$ cat config.mk
export PLATFORM = sky130hd
export DESIGN_NAME = maxnet_ctrl_flat
export DESIGN_NICKNAME = d
export VERILOG_FILES = /design/src/rtl/maxnet_ctrl_if.sv /design/src/rtl/maxnet_ctrl.sv /design/src/flat_wrapper.sv
export SDC_FILE = /design/constraint.sdc
export NUM_CORES = 1
export LEC_CHECK = 0
export CAP_MARGIN = 15
export CORE_ASPECT_RATIO = 0.7
export CORE_UTILIZATION = 50
export DETAILED_ROUTE_END_ITERATION = 16
export GPL_TIMING_DRIVEN = 0
export PLACE_DENSITY = 0.9
export SETUP_SLACK_MARGIN = 0.1
export SYNTH_ARGS = -nofsm -noshare
export SYNTH_HDL_FRONTEND = slang
export SYNTH_SLANG_ARGS = --single-unit
$ cat constraint.sdc
create_clock -name clk -period 3 [get_ports clk]
set_input_delay 0.9 -clock clk [delete_from_list [all_inputs] [get_ports clk]]
set_output_delay 0.9 -clock clk [all_outputs]
set_load 0.005 [all_outputs]
$ cat src/rtl/maxnet_ctrl_if.sv
// ---------------------------------------------------------------------------
// maxnet_ctrl_if
// Bundles the controller's host request, datapath status inputs, datapath
// control outputs and run status into one interface.
//
// Signals:
//   go          host run request (into controller)
//   plu_done    AND of the four PLU done flags (into controller)
//   finish      output-checker valid, single winner found (into controller)
//   rst_plu     PLU internal reset
//   eps_reg_we  epsilon register write enable
//   we_a_reg    activation register write enable
//   we_prim     original-activation register write enable
//   mux_sel     activation source: 0 = init inputs, 1 = PLU outputs
//   start       PLU start
//   busy        run in progress
//   done        run finished, status valid
//   timeout     while done: 1 = aborted, 0 = converged
//   iter_count  completed write-backs in the current or last run
//
// Modports:
//   master  the controller side (drives the control/status outputs)
//   slave   the host/datapath side
// ---------------------------------------------------------------------------
interface maxnet_ctrl_if #(
    parameter int ITER_W = 7
);
    logic              go;
    logic              plu_done;
    logic              finish;
    logic              rst_plu;
    logic              eps_reg_we;
    logic              we_a_reg;
    logic              we_prim;
    logic              mux_sel;
    logic              start;
    logic              busy;
    logic              done;
    logic              timeout;
    logic [ITER_W-1:0] iter_count;

    modport master (
        input  go,
        input  plu_done,
        input  finish,
        output rst_plu,
        output eps_reg_we,
        output we_a_reg,
        output we_prim,
        output mux_sel,
        output start,
        output busy,
        output done,
        output timeout,
        output iter_count
    );

    modport slave (
        output go,
        output plu_done,
        output finish,
        input  rst_plu,
        input  eps_reg_we,
        input  we_a_reg,
        input  we_prim,
        input  mux_sel,
        input  start,
        input  busy,
        input  done,
        input  timeout,
        input  iter_count
    );
endinterface

$ cat src/rtl/maxnet_ctrl.sv
// ---------------------------------------------------------------------------
// maxnet_ctrl
// Sequencing controller for the MaxNet datapath. On a host run request it
// loads the initial activations and epsilon, then loops CLR -> COMPUTE ->
// UPDATE -> CHECK, firing the four PLUs and writing their results back,
// until the output checker reports a single winner. Run time is bounded by
// an iteration cap and a per-iteration PLU watchdog.
//
// Parameters:
//   MAX_ITER  iteration cap (write-backs without finish before abort)
//   ITER_W    width of iter_count, 2**ITER_W must exceed MAX_ITER
//   WDOG      maximum cycles spent in COMPUTE waiting for plu_done
//
// Ports:
//   clk   system clock, all state changes on the rising edge
//   rst   synchronous active-high reset
//   bus   maxnet_ctrl_if.master: go/plu_done/finish in, datapath control
//         and run status out
// ---------------------------------------------------------------------------
module maxnet_ctrl #(
    parameter int MAX_ITER = 64,
    parameter int ITER_W   = 7,
    parameter int WDOG     = 32
) (
    input  logic            clk,
    input  logic            rst,
    maxnet_ctrl_if.master   bus
);

    // The watchdog only needs to reach WDOG-1 before COMPUTE is forced out,
    // but one extra bit keeps the increment in range on the final cycle.
    localparam int                WDOG_W    = $clog2(WDOG + 1);
    localparam logic [WDOG_W-1:0] WDOG_LAST = WDOG_W'(WDOG - 1);
    localparam logic [ITER_W-1:0] ITER_CAP  = ITER_W'(MAX_ITER);

    typedef enum logic [2:0] {
        S_IDLE,
        S_LOAD,
        S_CLR,
        S_COMPUTE,
        S_UPDATE,
        S_CHECK,
        S_DONE
    } state_t;

    state_t            r_state;
    state_t            w_nextState;

    logic [ITER_W-1:0] r_iterCount;
    logic              r_timeout;
    logic [WDOG_W-1:0] r_wdog;

    logic              w_wdogExpire;
    logic              w_capHit;
    logic              w_iterSat;

    logic              w_rstPlu;
    logic              w_epsRegWe;
    logic              w_weAReg;
    logic              w_wePrim;
    logic              w_muxSel;
    logic              w_start;
    logic              w_busy;
    logic              w_done;

    // Abort conditions, evaluated against the registered counters so the
    // decision taken in COMPUTE/CHECK reflects the cycle just completed.
    assign w_wdogExpire = (r_wdog == WDOG_LAST);
    assign w_capHit     = (r_iterCount == ITER_CAP);
    assign w_iterSat    = (r_iterCount == {ITER_W{1'b1}});

    // State register. Reset wins over every other input, including a run
    // in progress, so no write-enable can leak out after a mid-run reset.
    always_ff @(posedge clk) begin
        if (rst) begin
            r_state <= S_IDLE;
        end else begin
            r_state <= w_nextState;
        end
    end

    // Next-state logic. plu_done beats the watchdog in COMPUTE and finish
    // beats the iteration cap in CHECK, so a result that arrives on the
    // last permitted cycle still counts as a success.
    always_comb begin
        w_nextState = r_state;
        case (r_state)
            S_IDLE: begin
                if (bus.go) begin
                    w_nextState = S_LOAD;
                end
            end
            S_LOAD: begin
                w_nextState = S_CLR;
            end
            S_CLR: begin
                w_nextState = S_COMPUTE;
            end
            S_COMPUTE: begin
                if (bus.plu_done) begin
                    w_nextState = S_UPDATE;
                end else if (w_wdogExpire) begin
                    w_nextState = S_DONE;
                end
            end
            S_UPDATE: begin
                w_nextState = S_CHECK;
            end
            S_CHECK: begin
                if (bus.finish || w_capHit) begin
                    w_nextState = S_DONE;
                end else begin
                    w_nextState = S_CLR;
                end
            end
            S_DONE: begin
                if (bus.go) begin
                    w_nextState = S_LOAD;
                end
            end
            default: begin
                w_nextState = S_IDLE;
            end
        endcase
    end

    // Run status and watchdog. LOAD starts every run from a clean slate;
    // DONE and IDLE simply hold whatever the last run left behind.
    always_ff @(posedge clk) begin
        if (rst) begin
            r_iterCount <= '0;
            r_timeout   <= 1'b0;
            r_wdog      <= '0;
        end else begin
            case (r_state)
                S_LOAD: begin
                    r_iterCount <= '0;
                    r_timeout   <= 1'b0;
                    r_wdog      <= '0;
                end
                S_CLR: begin
                    r_wdog <= '0;
                end
                S_COMPUTE: begin
                    r_wdog <= r_wdog + WDOG_W'(1);
                    if (!bus.plu_done && w_wdogExpire) begin
                        r_timeout <= 1'b1;
                    end
                end
                S_UPDATE: begin
                    if (!w_iterSat) begin
                        r_iterCount <= r_iterCount + ITER_W'(1);
                    end
                end
                S_CHECK: begin
                    if (bus.finish) begin
                        r_timeout <= 1'b0;
                    end else if (w_capHit) begin
                        r_timeout <= 1'b1;
                    end
                end
                default: begin
                end
            endcase
        end
    end

    // Moore output decode. Everything here depends on the state register
    // only, so the datapath sees glitch-free, cycle-aligned controls.
    always_comb begin
        w_rstPlu   = 1'b0;
        w_epsRegWe = 1'b0;
        w_weAReg   = 1'b0;
        w_wePrim   = 1'b0;
        w_muxSel   = 1'b0;
        w_start    = 1'b0;
        w_busy     = 1'b0;
        w_done     = 1'b0;
        case (r_state)
            S_LOAD: begin
                w_epsRegWe = 1'b1;
                w_weAReg   = 1'b1;
                w_wePrim   = 1'b1;
                w_busy     = 1'b1;
            end
            S_CLR: begin
                w_rstPlu = 1'b1;
                w_muxSel = 1'b1;
                w_busy   = 1'b1;
            end
            S_COMPUTE: begin
                w_start  = 1'b1;
                w_muxSel = 1'b1;
                w_busy   = 1'b1;
            end
            S_UPDATE: begin
                w_weAReg = 1'b1;
                w_muxSel = 1'b1;
                w_busy   = 1'b1;
            end
            S_CHECK: begin
                w_muxSel = 1'b1;
                w_busy   = 1'b1;
            end
            S_DONE: begin
                w_done = 1'b1;
            end
            default: begin
            end
        endcase
    end

    assign bus.rst_plu    = w_rstPlu;
    assign bus.eps_reg_we = w_epsRegWe;
    assign bus.we_a_reg   = w_weAReg;
    assign bus.we_prim    = w_wePrim;
    assign bus.mux_sel    = w_muxSel;
    assign bus.start      = w_start;
    assign bus.busy       = w_busy;
    assign bus.done       = w_done;
    assign bus.timeout    = r_timeout;
    assign bus.iter_count = r_iterCount;

endmodule

$ cat src/flat_wrapper.sv
// flat-port wrapper written by rule: the top's interface ports become plain ports
module maxnet_ctrl_flat 
#(
    parameter int MAX_ITER = 64,
    parameter int ITER_W   = 7,
    parameter int WDOG     = 32
)
  (clk, rst, bus_go, bus_plu_done, bus_finish, bus_rst_plu, bus_eps_reg_we, bus_we_a_reg, bus_we_prim, bus_mux_sel, bus_start, bus_busy, bus_done, bus_timeout, bus_iter_count);
  maxnet_ctrl_if #(.ITER_W(ITER_W)) bus_i ();
  input  logic clk;
  input  logic rst;
  input wire logic [$bits(bus_i.go)-1:0] bus_go;
  input wire logic [$bits(bus_i.plu_done)-1:0] bus_plu_done;
  input wire logic [$bits(bus_i.finish)-1:0] bus_finish;
  output wire logic [$bits(bus_i.rst_plu)-1:0] bus_rst_plu;
  output wire logic [$bits(bus_i.eps_reg_we)-1:0] bus_eps_reg_we;
  output wire logic [$bits(bus_i.we_a_reg)-1:0] bus_we_a_reg;
  output wire logic [$bits(bus_i.we_prim)-1:0] bus_we_prim;
  output wire logic [$bits(bus_i.mux_sel)-1:0] bus_mux_sel;
  output wire logic [$bits(bus_i.start)-1:0] bus_start;
  output wire logic [$bits(bus_i.busy)-1:0] bus_busy;
  output wire logic [$bits(bus_i.done)-1:0] bus_done;
  output wire logic [$bits(bus_i.timeout)-1:0] bus_timeout;
  output wire logic [$bits(bus_i.iter_count)-1:0] bus_iter_count;
  assign bus_i.go = bus_go;
  assign bus_i.plu_done = bus_plu_done;
  assign bus_i.finish = bus_finish;
  assign bus_rst_plu = bus_i.rst_plu;
  assign bus_eps_reg_we = bus_i.eps_reg_we;
  assign bus_we_a_reg = bus_i.we_a_reg;
  assign bus_we_prim = bus_i.we_prim;
  assign bus_mux_sel = bus_i.mux_sel;
  assign bus_start = bus_i.start;
  assign bus_busy = bus_i.busy;
  assign bus_done = bus_i.done;
  assign bus_timeout = bus_i.timeout;
  assign bus_iter_count = bus_i.iter_count;
  maxnet_ctrl #(.MAX_ITER(MAX_ITER), .ITER_W(ITER_W), .WDOG(WDOG)) u_core (.clk(clk), .rst(rst), .bus(bus_i));
endmodule
# == Word level (Yosys, flattened, before mapping) ==
# Index checks and enable logic that the tools add are counted.
# word_totals
wordCells,54
ff_bits,17
# classes
n_eq_ne,14
n_mux,19
add_sub_neg,2
reduce_logical,15
# op_table
op,n
$pmux W3 S6,1
$eq A7 B7 Y1 const B,2
$pmux W7 S2,1
$mux W3,4
$pmux W6 S2,1
$mux W1,10
$eq A3 B3 Y1 const B,3
$add A7 B1 Y7 const B,1
$mux W7,1
$add A6 B1 Y6 const B,1
$eq A3 B2 Y1 const B,2
$eq A6 B5 Y1 const B,1
$ne A3 B2 Y1 const B,2
$reduce_or A2 Y1,3
$reduce_or A5 Y1,1
$ne A2 B1 Y1 const B,2
$reduce_and A2 Y1,2
$reduce_bool A2 Y1,2
$reduce_or A4 Y1,1
$eq A3 B1 Y1 const B,1
$logic_not A3 Y1,1
$pmux W1 S3,1
$reduce_and A3 Y1,1
$reduce_bool A3 Y1,1
4 further kinds,4

# == Depth between registers and ports, before layout ==
# Gate-level depths: netlist (run 1).
# logic_depth
ltp_word,4
ltp_mapped,7

# == Least setup slack after synthesis (run 1) ==
# Ideal clock, no wire load.
# synth_timing
kind,register to output
start,register u_core.r_state[2]
end,output bus_busy
arrival_ps,985
path_stages_with_launch,5
path_slack_ps,1115
path_buffers,2
cell_sequence,dfxtp_1 buf_2 buf_1 nor3_1 a21oi_1
# synth_between
elab_chain_cells,3
elab_cells_between_ends,7
cone_classes,5 x eq/ne; 1 x mux; 1 x reduce/logical
# synth_rtl
element,line,text
"start, declared",maxnet_ctrl.sv:46,state_t r_state;
"start signal, assigned",maxnet_ctrl.sv:78,r_state <= w_nextState;
"$eq A3 B1 Y1, or another cell as far along",maxnet_ctrl.sv:179,case (r_state)
$reduce_or A5 Y1 (no source line) *,-,
$mux W1 *,maxnet_ctrl.sv:179,
"end, declared",flat_wrapper.sv:21,output wire logic [$bits(bus_i.busy)-1:0] bus_busy;
# Mark *: on every way between the ends. The rest lies on a longest branch, timed or not.

# == Worst setup path in the final report (run 1) ==
# layout_timing
start,register u_core.r_state[1]
end,output bus_start
# layout_between
elab_chain_cells,2
# layout_rtl
element,line,text
$eq A3 B2 Y1,maxnet_ctrl.sv:179,
$mux W1,maxnet_ctrl.sv:179,
"end, declared",flat_wrapper.sv:20,output wire logic [$bits(bus_i.start)-1:0] bus_start;
# No other way between the ends.

==> reports/qor_table.md, run 1 <==
| Stage | Quantity | Value |
|:---|:---|:---|
| route | Detail Route Antenna Nets | 0 |
| finish | Final core area utilization | 67.4% |
| route | Post-detailed-route wirelength per cell | 15.7 um |
| logic synthesis | Number of synthesized flops with an enable pin | 0 |
| clocking | Clock tree from TritonCTS | built |
| sta | Clock skew after layout | 0.0124 ns |
| logic synthesis | Proportion of netlist area held by the largest area contributor | 33.3% |
| sta | Setup TNS | 0 ns |
| logic synthesis | Dominant cells by area after synthesis | sky130_fd_sc_hd__dfxtp_1, sky130_fd_sc_hd__nand3_1, sky130_fd_sc_hd__nor2_1 |
| logic synthesis | Summed instance area of the synthesized netlist | 1020 um^2 |
| route | Vias post-DR | 1088 |
| setup path | Kind of critical path | reg2out |
| sta | Final Max Slew Viols | 0 |
| floorplanning | Area of the die | 2230 um^2 |
| logic synthesis | Synth Instances | 130 |
| logic synthesis | Multiplexer area fraction after synthesis | 3.92% |
| clocking | Maximum root-to-sink buffer count | 2 |
| clocking | Clock Pin Slew Worst Setup and Hold Paths | 0.11 ns |
| setup path | Data required, critical path | 2.10 ns |
| clocking | Post-CTS setup buffers | 0 |
| global route | Total congestion overflow after global routing | 0 |
| logic synthesis | Cell taking the most area after synthesis | sky130_fd_sc_hd__dfxtp_1 |
| logic synthesis | Xor/xnor share of the synthesized area | 0.858% |
| flow run | Max-capacitance violation count | 0 |
| pwr | Lkg Pwr | 0.472 nW |
| logic synthesis | Mean instance size in the synthesized netlist | 7.85 um^2 |
| logic synthesis | Library cells used by synthesis | 44 |
| floorplanning | Vertical die dimension | 39.8 um |
| setup path | Arrival time of data at the critical path endpoint | 1.93 ns |
| floorplanning | # rows | 13 |
| global route | First-pass GRT wire length | 4.29 mm |
| floorplanning | Floorplan Core Area | 1890 um^2 |
| sta | RSZ-0062 raised after global routing | false |
| min path | Worst min-delay path class | reg2reg |
| logic synthesis | Number of synthesized register bits | 17 |
| route | Violation count after the first detailed-route iteration | 75 |
| sta | Number of setup violations in the final report | 0 |
| clocking | Clock sink count | 17 |
| floorplanning | Number of ports placed on the die boundary | 21 |
| finish | Final instance count without filler cells | 175 |
| logic synthesis | Main combinational cell family by area after synthesis | simple AND/OR/NAND/NOR gates |
| setup path | Worst Setup Start Kind | flip-flop |
| global route | Global-route usage over all layers | 26.4% |
| route | Detailed-route wire length | 2.75 mm |
| logic synthesis | Post-synth top flop | sky130_fd_sc_hd__dfxtp_1 |
| place | Final RePlAce weighted congestion | 0.887 |
| sta | Slew HR | 66.4% |
| global route | Number of global-route vias before repair | 940 |
| route | DRC errors left | 0 |
| logic synthesis | Synth async-reset ratio | 0% |
| logic synthesis | Post-Synthesis Net Count | 138 |
| place | # port buffers | 19 |
| pwr | Power per cell area | 417 nW/um^2 |
| pwr | Post-layout power | 530 uW |
| logic synthesis | Sequential area share after synthesis | 33.3% |
| sta | Share of the cycle needed by the critical path after routing | 94.2% |
| clocking | Number of buffers added by the clock tree synthesis step | 3 |
| finish | Share of final-layout standard cells stronger than drive strength 1 | 9.80% |
| setup path | Type of destination of the critical path | output pin |
| global route | Maximum number of pins on one net before global-route repair | 11 |
| clocking | Clock insertion delay at the later pin of the skew report | 0.30 ns |
| finish | Number of diodes | 0 |
| sta | Minimum period implied by the final worst setup slack | 2.83 ns |
| setup path | Worst-path maximum fanout | 10 |
| sta | Final hold violations | 0 |
| pwr | Maximum ir drop on the vdd rail | 0.000320 V |
| route | Via density per instance | 6.22 |
| sta | Fmax | 354 MHz |
| logic synthesis | Number of warnings printed during yosys synthesis | 0 |
| sta | Slew at the pin closest to its max-slew limit | 0.500 ns |
| place | Cells after DPL | 171 |
| sta | Min Hold Slack | 0.528 ns |
| finish | Net count of the finished layout | 162 |
| finish | Area Overhead vs Synth | 24.5% |
| floorplanning | Overall die width | 56.0 um |
| route | DR pass1 iterations | 4 |
| clocking | H-tree Lvls | 1 |
| logic synthesis | Adder and majority gate portion of the synthesized area | 3.68% |
| logic synthesis | Area fraction in compound gates after synthesis | 22.7% |
| run status | Status | completed |
| logic synthesis | Simple-gate share of the synthesized area | 27.8% |
| global route | Number of antenna violations at the first check in global routing | 0 |
| clocking | Root cell of the clock tree | sky130_fd_sc_hd__clkbuf_4 |
| floorplanning | Initial Utilization | 54.1% |
| place | Post-DP HPWL | 2.08 mm |
## Yosys cell counts, types with 2 or more instances
master	count
sky130_fd_sc_hd__a22oi_1	2
sky130_fd_sc_hd__clkbuf_1	3
sky130_fd_sc_hd__nand2_1	8
sky130_fd_sc_hd__a21oi_1	9
sky130_fd_sc_hd__nand2b_1	4
sky130_fd_sc_hd__nor4b_1	2
sky130_fd_sc_hd__nor4_1	2
sky130_fd_sc_hd__nor2_1	13
sky130_fd_sc_hd__a31oi_1	2
sky130_fd_sc_hd__and3_1	2
sky130_fd_sc_hd__o2111ai_1	2
sky130_fd_sc_hd__buf_2	3
sky130_fd_sc_hd__nor3_1	4
sky130_fd_sc_hd__dfxtp_1	17
sky130_fd_sc_hd__o31ai_1	2
sky130_fd_sc_hd__nand3_1	10
sky130_fd_sc_hd__or3_1	2
sky130_fd_sc_hd__ha_1	3
sky130_fd_sc_hd__inv_1	7
sky130_fd_sc_hd__o21bai_1	2
sky130_fd_sc_hd__o21ai_0	5
sky130_fd_sc_hd__mux2i_1	4
## worst max-delay path, stage by stage, from the launching register on
cell and delay, ns:
sky130_fd_sc_hd__dfxtp_1 0.47, sky130_fd_sc_hd__clkbuf_4 0.26, sky130_fd_sc_hd__nand2_1 0.16, sky130_fd_sc_hd__nor2_2 0.20, sky130_fd_sc_hd__clkdlybuf4s50_1 0.53
## cell families after synthesis
logic type | count (synthesis)
flops | 17
mux | 4
simple gates | 54
compound gates | 34
xor+xnor | 1
fa+ha+maj | 3
buf+inv | 17
## power by group
part | total, mW | internal [mW] | switching [mW]
registers | 0.245 | 0.235 | 0.00981
clock network | 0.128 | 0.0519 | 0.0757
logic | 0.158 | 0.0758 | 0.0819
## final timing paths
check | start | endpoint | slack (ns) | cells past startpoint
min | u_core.r_wdog[5] | u_core.r_wdog[5] | 0.53 | 2
max reg2reg | u_core.bus.iter_count[0] | u_core.bus.iter_count[5] | 1.08 | 5
min reg2reg | u_core.r_wdog[5] | u_core.r_wdog[5] | 0.53 | 2
max | u_core.r_state[1] | bus_start | 0.17 | 4
## cell type report
class | count | area [um^2]
plain buffers | 9 | 52.6
inverters | 8 | 30.0
clock buffers | 4 | 26.3
fillers | 155 | 616
well taps | 22 | 27.5
multi-input cells | 96 | 604
flip-flops and latches | 17 | 340
repair buffers | 19 | 190
## layer usage
metal	vias to the layer above	track usage, %	part of all wire [%]
li1	519	-	-
met1	504	33.5	45
met2	57	43.2	44
met3	8	6.27	9.3
met4	0	12.8	1.7
met5	-	0	0
## sequential cells by signal, summed over array words and instances (netlist names)
register               cells
u_core.bus.iter_count      7
u_core.bus.timeout         1
u_core.r_state             3
u_core.r_wdog              6
## timing repair
item / 4_1_cts / 5_1_grt
hold buffers: 0 / 0
resized for setup: 1 / 2
setup endpoints to repair: 2 / 1
## cell usage in the layout, fill, tap and decap left out, drive strengths merged, types with 3 or more instances in the layout
master         synthesis  final
clkdlybuf4s50          0     19
dfxtp                 17     17
nor2                  13     13
nand3                 10     10
a21oi                  9      9
nand2                  8      8
inv                    8      8
clkbuf                 3      8
o21ai                  6      6
buf                    6      5
nand2b                 4      4
nor3                   4      4
mux2i                  4      4
ha                     3      3
a31oi                  3      3
## stage by stage
stage	instance area [um^2]	worst slack, ns
final	1270	0.174
after global routing	1270	0.0955
after CTS	1270	0.136
after detailed placement	1240	0.411
after floorplan	1020	1.11
after global placement	1240	0.444
Power figures use the tool's default switching activity.
==> inputs of run 2 (changes only) <==
--- a/config.mk
+++ b/config.mk
@@ -12,6 +12,7 @@
 export GPL_TIMING_DRIVEN = 0
 export PLACE_DENSITY = 0.9
 export SETUP_SLACK_MARGIN = 0.1
+export SLEW_MARGIN = 0
 export SYNTH_ARGS = -nofsm -noshare
 export SYNTH_HDL_FRONTEND = slang
 export SYNTH_SLANG_ARGS = --single-unit
==> results of run 2 <==
Final layout, timing and power as in run 1 (identical DEF).
==> inputs of run 3 (changes only) <==
--- a/config.mk
+++ b/config.mk
@@ -5,11 +5,12 @@
 export SDC_FILE = /design/constraint.sdc
 export NUM_CORES = 1
 export LEC_CHECK = 0
-export CAP_MARGIN = 15
+export CAP_MARGIN = 20
 export CORE_ASPECT_RATIO = 0.7
 export CORE_UTILIZATION = 50
 export DETAILED_ROUTE_END_ITERATION = 16
 export GPL_TIMING_DRIVEN = 0
+export HOLD_SLACK_MARGIN = 0.05
 export PLACE_DENSITY = 0.9
 export SETUP_SLACK_MARGIN = 0.1
 export SLEW_MARGIN = 0
==> results of run 3 <==
Final layout, timing and power as in run 1 (identical DEF).
